<file path="config.mk">
export PLATFORM = sky130hd
export DESIGN_NAME = alu_pipe
export DESIGN_NICKNAME = d
export VERILOG_FILES = /design/src/rtl/alu_pkg.sv /design/src/rtl/alu_core.sv /design/src/rtl/alu_pipe.sv
export SDC_FILE = /design/constraint.sdc
export NUM_CORES = 1
export LEC_CHECK = 0
export CORE_UTILIZATION = 65
export DETAILED_ROUTE_END_ITERATION = 10
export HOLD_SLACK_MARGIN = 0.15
export MAX_ROUTING_LAYER = met4
export PLACE_DENSITY = 0.95
export SLEW_MARGIN = 10
export SYNTH_ARGS = -nofsm -noshare
export SYNTH_HDL_FRONTEND = slang
export SYNTH_HIERARCHICAL = 1
export SYNTH_SLANG_ARGS = --single-unit
</file>
<file path="constraint.sdc">
create_clock -name clk -period 10.2 [get_ports clk]
set_input_delay 1.53 -clock clk [delete_from_list [all_inputs] [get_ports clk]]
set_output_delay 1.53 -clock clk [all_outputs]
set_load 0.1 [all_outputs]
</file>
<file path="src/rtl/alu_pkg.sv">
// Shared types and constants for the pipelined ALU: opcode encoding,
// flag register layout, flag write masks and default saturation limits.
package alu_pkg;

  localparam int ALU_WIDTH = 16;
  localparam int ALU_LANE  = 4;

  typedef enum logic [2:0] {
    OP_ADD    = 3'd0,
    OP_SUB    = 3'd1,
    OP_XOR    = 3'd2,
    OP_RED    = 3'd3,
    OP_SLL    = 3'd4,
    OP_SRA    = 3'd5,
    OP_ROR    = 3'd6,
    OP_PADSUB = 3'd7
  } alu_op_e;

  // flags_q layout is {Z,V,N}
  localparam int FLAG_Z = 2;
  localparam int FLAG_V = 1;
  localparam int FLAG_N = 0;

  localparam logic [ALU_WIDTH-1:0] SAT_MAX = {1'b0, {(ALU_WIDTH-1){1'b1}}};
  localparam logic [ALU_WIDTH-1:0] SAT_MIN = {1'b1, {(ALU_WIDTH-1){1'b0}}};

  function automatic logic [2:0] flag_mask(input alu_op_e op);
    logic [2:0] m;
    m = 3'b000;
    case (op)
      OP_ADD, OP_SUB: begin
        m[FLAG_Z] = 1'b1;
        m[FLAG_V] = 1'b1;
        m[FLAG_N] = 1'b1;
      end
      OP_XOR, OP_SLL, OP_SRA, OP_ROR: m[FLAG_Z] = 1'b1;
      default: m = 3'b000;
    endcase
    return m;
  endfunction

endpackage

</file>
<file path="src/rtl/alu_core.sv">
// Combinational ALU datapath: saturating ADD/SUB, XOR, shifts/rotate,
// per-lane saturating add (PADSUB) and lane-sum reduction (RED).
module alu_core
  import alu_pkg::*;
#(
  parameter int WIDTH = ALU_WIDTH,
  parameter int LANE  = ALU_LANE,
  parameter int SHW   = $clog2(WIDTH)
) (
  input  logic [WIDTH-1:0] a,
  input  logic [WIDTH-1:0] b,
  input  alu_op_e          op,
  output logic [WIDTH-1:0] result,
  output logic             err
);

  localparam int NL = WIDTH / LANE;
  localparam logic [WIDTH-1:0] SMAX = {1'b0, {(WIDTH-1){1'b1}}};
  localparam logic [WIDTH-1:0] SMIN = {1'b1, {(WIDTH-1){1'b0}}};
  localparam logic [LANE-1:0]  LMAX = {1'b0, {(LANE-1){1'b1}}};
  localparam logic [LANE-1:0]  LMIN = {1'b1, {(LANE-1){1'b0}}};

  logic [WIDTH-1:0]   add_raw, sub_raw;
  logic               add_ovf, sub_ovf;
  logic [SHW-1:0]     amt;
  logic [2*WIDTH-1:0] ror_wide;
  logic [WIDTH-1:0]   sll_res, sra_res;
  logic [WIDTH-1:0]   pad_res;
  logic [NL-1:0]      lane_ovf;
  logic [WIDTH-1:0]   red_term [NL];
  logic [WIDTH-1:0]   red_sum;

  assign add_raw = a + b;
  assign sub_raw = a - b;
  // Overflow is only possible when the operand signs make it so; the
  // saturation direction then follows the sign of a.
  assign add_ovf = (a[WIDTH-1] == b[WIDTH-1]) && (add_raw[WIDTH-1] != a[WIDTH-1]);
  assign sub_ovf = (a[WIDTH-1] != b[WIDTH-1]) && (sub_raw[WIDTH-1] != a[WIDTH-1]);

  assign amt      = b[SHW-1:0];
  assign sll_res  = a << amt;
  assign sra_res  = $signed(a) >>> amt;
  assign ror_wide = {a, a} >> amt;

  for (genvar i = 0; i < NL; i++) begin : g_lane
    logic [LANE-1:0] la, lb;
    logic [LANE:0]   lsum;
    assign la   = a[i*LANE +: LANE];
    assign lb   = b[i*LANE +: LANE];
    assign lsum = {la[LANE-1], la} + {lb[LANE-1], lb};
    assign lane_ovf[i] = lsum[LANE] != lsum[LANE-1];
    assign pad_res[i*LANE +: LANE] = lane_ovf[i] ? (lsum[LANE] ? LMIN : LMAX)
                                                 : lsum[LANE-1:0];
    assign red_term[i] = {{(WIDTH-LANE-1){lsum[LANE]}}, lsum};
  end

  always_comb begin
    red_sum = '0;
    for (int i = 0; i < NL; i++) red_sum = red_sum + red_term[i];
  end

  always_comb begin
    result = '0;
    err    = 1'b0;
    case (op)
      OP_ADD: begin
        result = add_ovf ? (a[WIDTH-1] ? SMIN : SMAX) : add_raw;
        err    = add_ovf;
      end
      OP_SUB: begin
        result = sub_ovf ? (a[WIDTH-1] ? SMIN : SMAX) : sub_raw;
        err    = sub_ovf;
      end
      OP_XOR: result = a ^ b;
      OP_RED: result = red_sum;
      OP_SLL: result = sll_res;
      OP_SRA: result = sra_res;
      OP_ROR: result = ror_wide[WIDTH-1:0];
      OP_PADSUB: begin
        result = pad_res;
        err    = |lane_ovf;
      end
      default: result = '0;
    endcase
  end

endmodule

</file>
<file path="src/rtl/alu_pipe.sv">
// Two-stage valid/ready ALU pipeline with flush and a {Z,V,N} flag register
// that updates only when a result is committed to the consumer.
module alu_pipe
  import alu_pkg::*;
#(
  parameter int WIDTH = ALU_WIDTH,
  parameter int LANE  = ALU_LANE,
  localparam int SHW  = $clog2(WIDTH)
) (
  input  logic             clk,
  input  logic             rst_n,
  input  logic             flush,
  input  logic             in_valid,
  output logic             in_ready,
  input  logic [WIDTH-1:0] in_a,
  input  logic [WIDTH-1:0] in_b,
  input  logic [2:0]       in_op,
  output logic             out_valid,
  input  logic             out_ready,
  output logic [WIDTH-1:0] out_result,
  output logic             out_err,
  output logic [2:0]       flags_q,
  output logic             flags_wr
);

  // Handshake: a transfer happens on an edge where valid && ready; a
  // stage's payload is held stable while its valid is high and it cannot move.
  logic             s1_valid, s2_valid;
  logic [WIDTH-1:0] s1_a, s1_b;
  alu_op_e          s1_op;
  logic [2:0]       s2_mask;
  logic             s2_free, s1_adv, accept, commit;
  logic [WIDTH-1:0] core_result;
  logic             core_err;
  logic [2:0]       flags_new;

  assign s2_free  = !s2_valid || out_ready;
  assign s1_adv   = s1_valid && s2_free;
  assign in_ready = !flush && (!s1_valid || s1_adv);
  assign accept   = in_valid && in_ready;
  assign commit   = s2_valid && out_ready && !flush;
  assign out_valid = s2_valid;

  alu_core #(.WIDTH(WIDTH), .LANE(LANE), .SHW(SHW)) u_core (
    .a      (s1_a),
    .b      (s1_b),
    .op     (s1_op),
    .result (core_result),
    .err    (core_err)
  );

  always_ff @(posedge clk or negedge rst_n) begin
    if (!rst_n) begin
      s1_valid   <= 1'b0;
      s1_a       <= '0;
      s1_b       <= '0;
      s1_op      <= OP_ADD;
      s2_valid   <= 1'b0;
      out_result <= '0;
      out_err    <= 1'b0;
      s2_mask    <= 3'b000;
    end else if (flush) begin
      s1_valid <= 1'b0;
      s2_valid <= 1'b0;
    end else begin
      if (accept) begin
        s1_valid <= 1'b1;
        s1_a     <= in_a;
        s1_b     <= in_b;
        s1_op    <= alu_op_e'(in_op);
      end else if (s1_adv) begin
        s1_valid <= 1'b0;
      end
      if (s1_adv) begin
        s2_valid   <= 1'b1;
        out_result <= core_result;
        out_err    <= core_err;
        s2_mask    <= flag_mask(s1_op);
      end else if (out_ready) begin
        s2_valid <= 1'b0;
      end
    end
  end

  always_comb begin
    flags_new         = 3'b000;
    flags_new[FLAG_Z] = (out_result == '0);
    flags_new[FLAG_V] = out_err;
    flags_new[FLAG_N] = out_result[WIDTH-1];
  end

  // Only the bits selected by the committing op's mask are written.
  always_ff @(posedge clk or negedge rst_n) begin
    if (!rst_n) begin
      flags_q  <= 3'b000;
      flags_wr <= 1'b0;
    end else begin
      flags_wr <= commit && (|s2_mask);
      if (commit) flags_q <= (flags_q & ~s2_mask) | (flags_new & s2_mask);
    end
  end

endmodule

</file>
==> metrics.txt <==
status=finished with violations; failing checks=DRC; Hold Startpoint=s2_mask[1]$_DFFE_PN0P_; R2R Setup Slk=4.51 ns; design area=8610 sq um; vias in the first global route=7967; final worst slack=4.51 ns; Longest Clk Path Bufs=2; via count=approximately 8400; core area=about 12000 sq um; largest fanout on the critical path=42; Post-CTS Setup Bufs=0; ys flop type=dfrtp_1; Yosys cell types=87; worst reg2reg endpoint=out_result[12]$_DFFE_PN0P_; DP HPWL=22000 um; RSZ-0062 raised after global routing=false; #FFs+latches synth=60; P_leak=around 3.6 nW; clk slew on worst S/H paths=0.06 ns; asr flop ratio synth=between 90% and 100%; crit path from=s1_b[1]$_DFFE_PN0P_; Die H=112 um; Clock Skew=0.0111 ns; Post-Layout Cell Count=1119; hold path endpoint=flags_wr$_DFF_PN0_; nets@finish=1068; CTS sink cnt=60; RePlAce Congestion=1.12; total CTS buffers=9; DR WL/cell=27.1 um; placed cell areas=8320 sq um; Post-synth EDFFs=0; FF-to-FF path depth=21; Starting Density=67.7%; relative slew slack=15.2%; Inst Count DP=1104; Post-Syn Instances=952; antenna violation net count after detailed routing=0; Setup violations, final=0; Worst EP required=between 10 and 15 ns; antenna violations before repair=0; die area=roughly 12000 sq um; Setup WS pre-CTS=4.68 ns; die width=112 um; Worst R2R Start=s1_b[1]$_DFFE_PN0P_; Worst Tran Pin Value=1.27 ns; Yosys Warn Count=6; CTS tree=yes; global route overflow=0; Min-Delay Path Depth=1; number of max-cap violations=0; Routed WL=slightly above 30000 um; crit path kind=reg -> reg; DR vias/cell=7.54; 1st-pass router iterations=11; share of layout cells above drive strength 1=roughly 10%; DRC=1; Hold Path Class=reg -> reg; syn avg cell area=slightly above 8 sq um; Netlist Area Pre-Place=just under 8000 sq um; Fin. Hold Viols=0; Core Rows=39; setup tns final=0 ns; startpoint types=register; first-pass GRT wire length=46900 um; H-tree depth=3; post-route minimum period=5.69 ns; Total Power=between 2 and 3 mW; VDD IR-drop max=0.000180 V; achievable frequency=176 MHz; sequential fraction of the synthesis area=19.2%; Clk Latency, worst-skew pair=0.35 ns; n_diodes=0; pin count of the biggest net entering global routing=61; power density cells=328 nW/um^2; Starting DRT DRC Count=1543; CP endpoint kind=register; Post-Synthesis Net Count=1048; Post-CTS Hold Fix Bufs=0; root buffer cell=clkbuf_16; count of pins over their slew limit=0; total track usage=51.5%; CP arrival=5.92 ns; crit share post-route=55.8%; I/O pins=63; Port Buffers=62; post-cts repair resize count=0; Area Overhead vs Synth=10.0%
## cell usage after synthesis (3+ instances only)
cell type  number  area share, %
a2111oi_0       3           0.34
a211oi_1       19            1.8
a21o_1          7           0.67
a21oi_1        87            5.6
a221oi_1        4           0.45
a22oi_1         4           0.38
a31oi_1        15            1.2
a32oi_1         3           0.34
and2_1          5           0.40
and3_1          4           0.32
buf_1           8           0.38
buf_2          10           0.64
buf_4          13            1.2
buf_6           8            1.2
clkbuf_1       22            1.1
dfrtp_1        60             19
fa_1           16            4.1
ha_1           40            6.4
inv_1          56            2.7
maj3_1          4           0.51
mux2_1         30            4.3
mux2_2         26            3.7
mux2_4         11            2.1
mux2i_1        38            4.9
mux4_2         10            2.9
nand2_1        62            3.0
nand2b_1       12           0.96
nand3_1        18            1.2
nand3b_1        3           0.29
nand4_1         4           0.32
nor2_1        102            4.9
nor2b_1        10           0.80
nor3_1         30            1.9
nor4_1         11           0.88
o211ai_1        8           0.77
o21a_1          6           0.58
o21ai_0        60            3.8
o21bai_1        5           0.48
o22ai_1        19            1.5
or2_2           5           0.40
or3_1           4           0.32
xnor2_1        24            2.7
xor2_1          7           0.78
## flip-flops by register name, summed over array words and instances, names as in the netlist, named ones only
register and count:
s1_b 16, out_valid 1, s2_mask 2, s1_op 3, out_err 1, s1_a 16
s1_valid 1, flags_wr 1, out_result 16
## stage by stage
step | util (%) | hold slack (ns)
6_report | 74.5 | 0.521
5_1_grt | 74.5 | 0.544
4_1_cts | 74.5 | 0.520
3_5_place_dp | 72.0 | 0.501
3_3_place_gp | 72.0 | 0.488
2_1_floorplan | - | 0.472
## cells in the final DEF, fill, tap and decap left out, types with 5 or more instances in the layout
cell type,n
xor2_1,7
dfrtp_1,59
ha_1,40
mux4_2,10
nand3_1,18
inv_1,56
a21o_1,7
buf_4,11
o211ai_1,8
mux2i_1,38
nand2b_1,12
xnor2_1,24
nor2b_1,10
o21bai_1,5
a211oi_1,19
a21oi_1,87
o21a_1,6
nor2_1,102
o21ai_0,60
clkbuf_16,9
nor4_1,11
fa_1,16
a31oi_1,15
or2_2,5
mux2_4,11
o22ai_1,19
mux2_1,30
nor3_1,30
clkdlybuf4s50_1,61
nand2_1,62
and2_1,5
mux2_2,26
## routing by layer
metal  share of wire, %  global-route usage, %  up-vias
met3                 16                   14.8      186
met4                6.7                   28.9        0
met2                 42                   73.9      839
met1                 36                   64.8     3909
li1                   -                      -     3503
met5                  0                      -        -
## power by group
part           internal (mW)  switching (mW)
Sequential             0.298          0.0844
Clock                  0.193           0.118
Combinational          0.739            1.39
Total                   1.23            1.59
## critical path, cell delays in order, from the launching register on
cell	delay [ns]
dfrtp_1	0.32
buf_4	0.39
inv_2	0.37
ha_1	0.42
nor2b_1	0.21
nor2_1	0.09
nor2_1	0.20
nor3_1	0.09
nor2_1	0.27
fa_1	0.47
fa_1	0.51
inv_1	0.04
ha_1	0.32
a21oi_1	0.10
o21ai_0	0.21
or3_1	0.14
a21oi_1	0.12
nor2_1	0.37
o21ai_0	0.21
nor4_1	0.35
a21oi_1	0.11
mux2_4	0.27
## worst max-delay path by stage
stage | endpoint | cells past startpoint | slack (ns)
CTS | out_result[13]$_DFFE_PN0P_ | 21 | 4.67
detailed placement | out_result[12]$_DFFE_PN0P_ | 21 | 4.68
global route | out_result[13]$_DFFE_PN0P_ | 21 | 4.05
global placement | out_result[13]$_DFFE_PN0P_ | 22 | 4.79
finish | out_result[12]$_DFFE_PN0P_ | 21 | 4.51
floorplan | out_result[13]$_DFFE_PN0P_ | 25 | 5.15
## cell type report
| cell class | count | area [sq um] |
|---|---|---|
| timing repair buffer | 73 | 698 |
| inverter | 60 | 226 |
| tap | 143 | 179 |
| sequential | 60 | 1500 |
| clock buffer | 10 | 239 |
| multi-input combinational | 768 | 5720 |
| fill | 888 | 2950 |
| clock inverter | 5 | 52.6 |
## cells by family after synthesis
| family | Yosys count | share of synthesized area, % |
|---|---|---|
| AOI/OAI and AO/OA | 282 | 23.3 |
| and+or+nand+nor | 279 | 16.9 |
| buffers and inverters | 124 | 7.90 |
| muxes | 115 | 17.9 |
| adders and majority gates | 60 | 11.0 |
| DFF | 60 | 19.2 |
| xor gates and xnor gates | 32 | 3.82 |
Power figures use the tool's default switching activity.
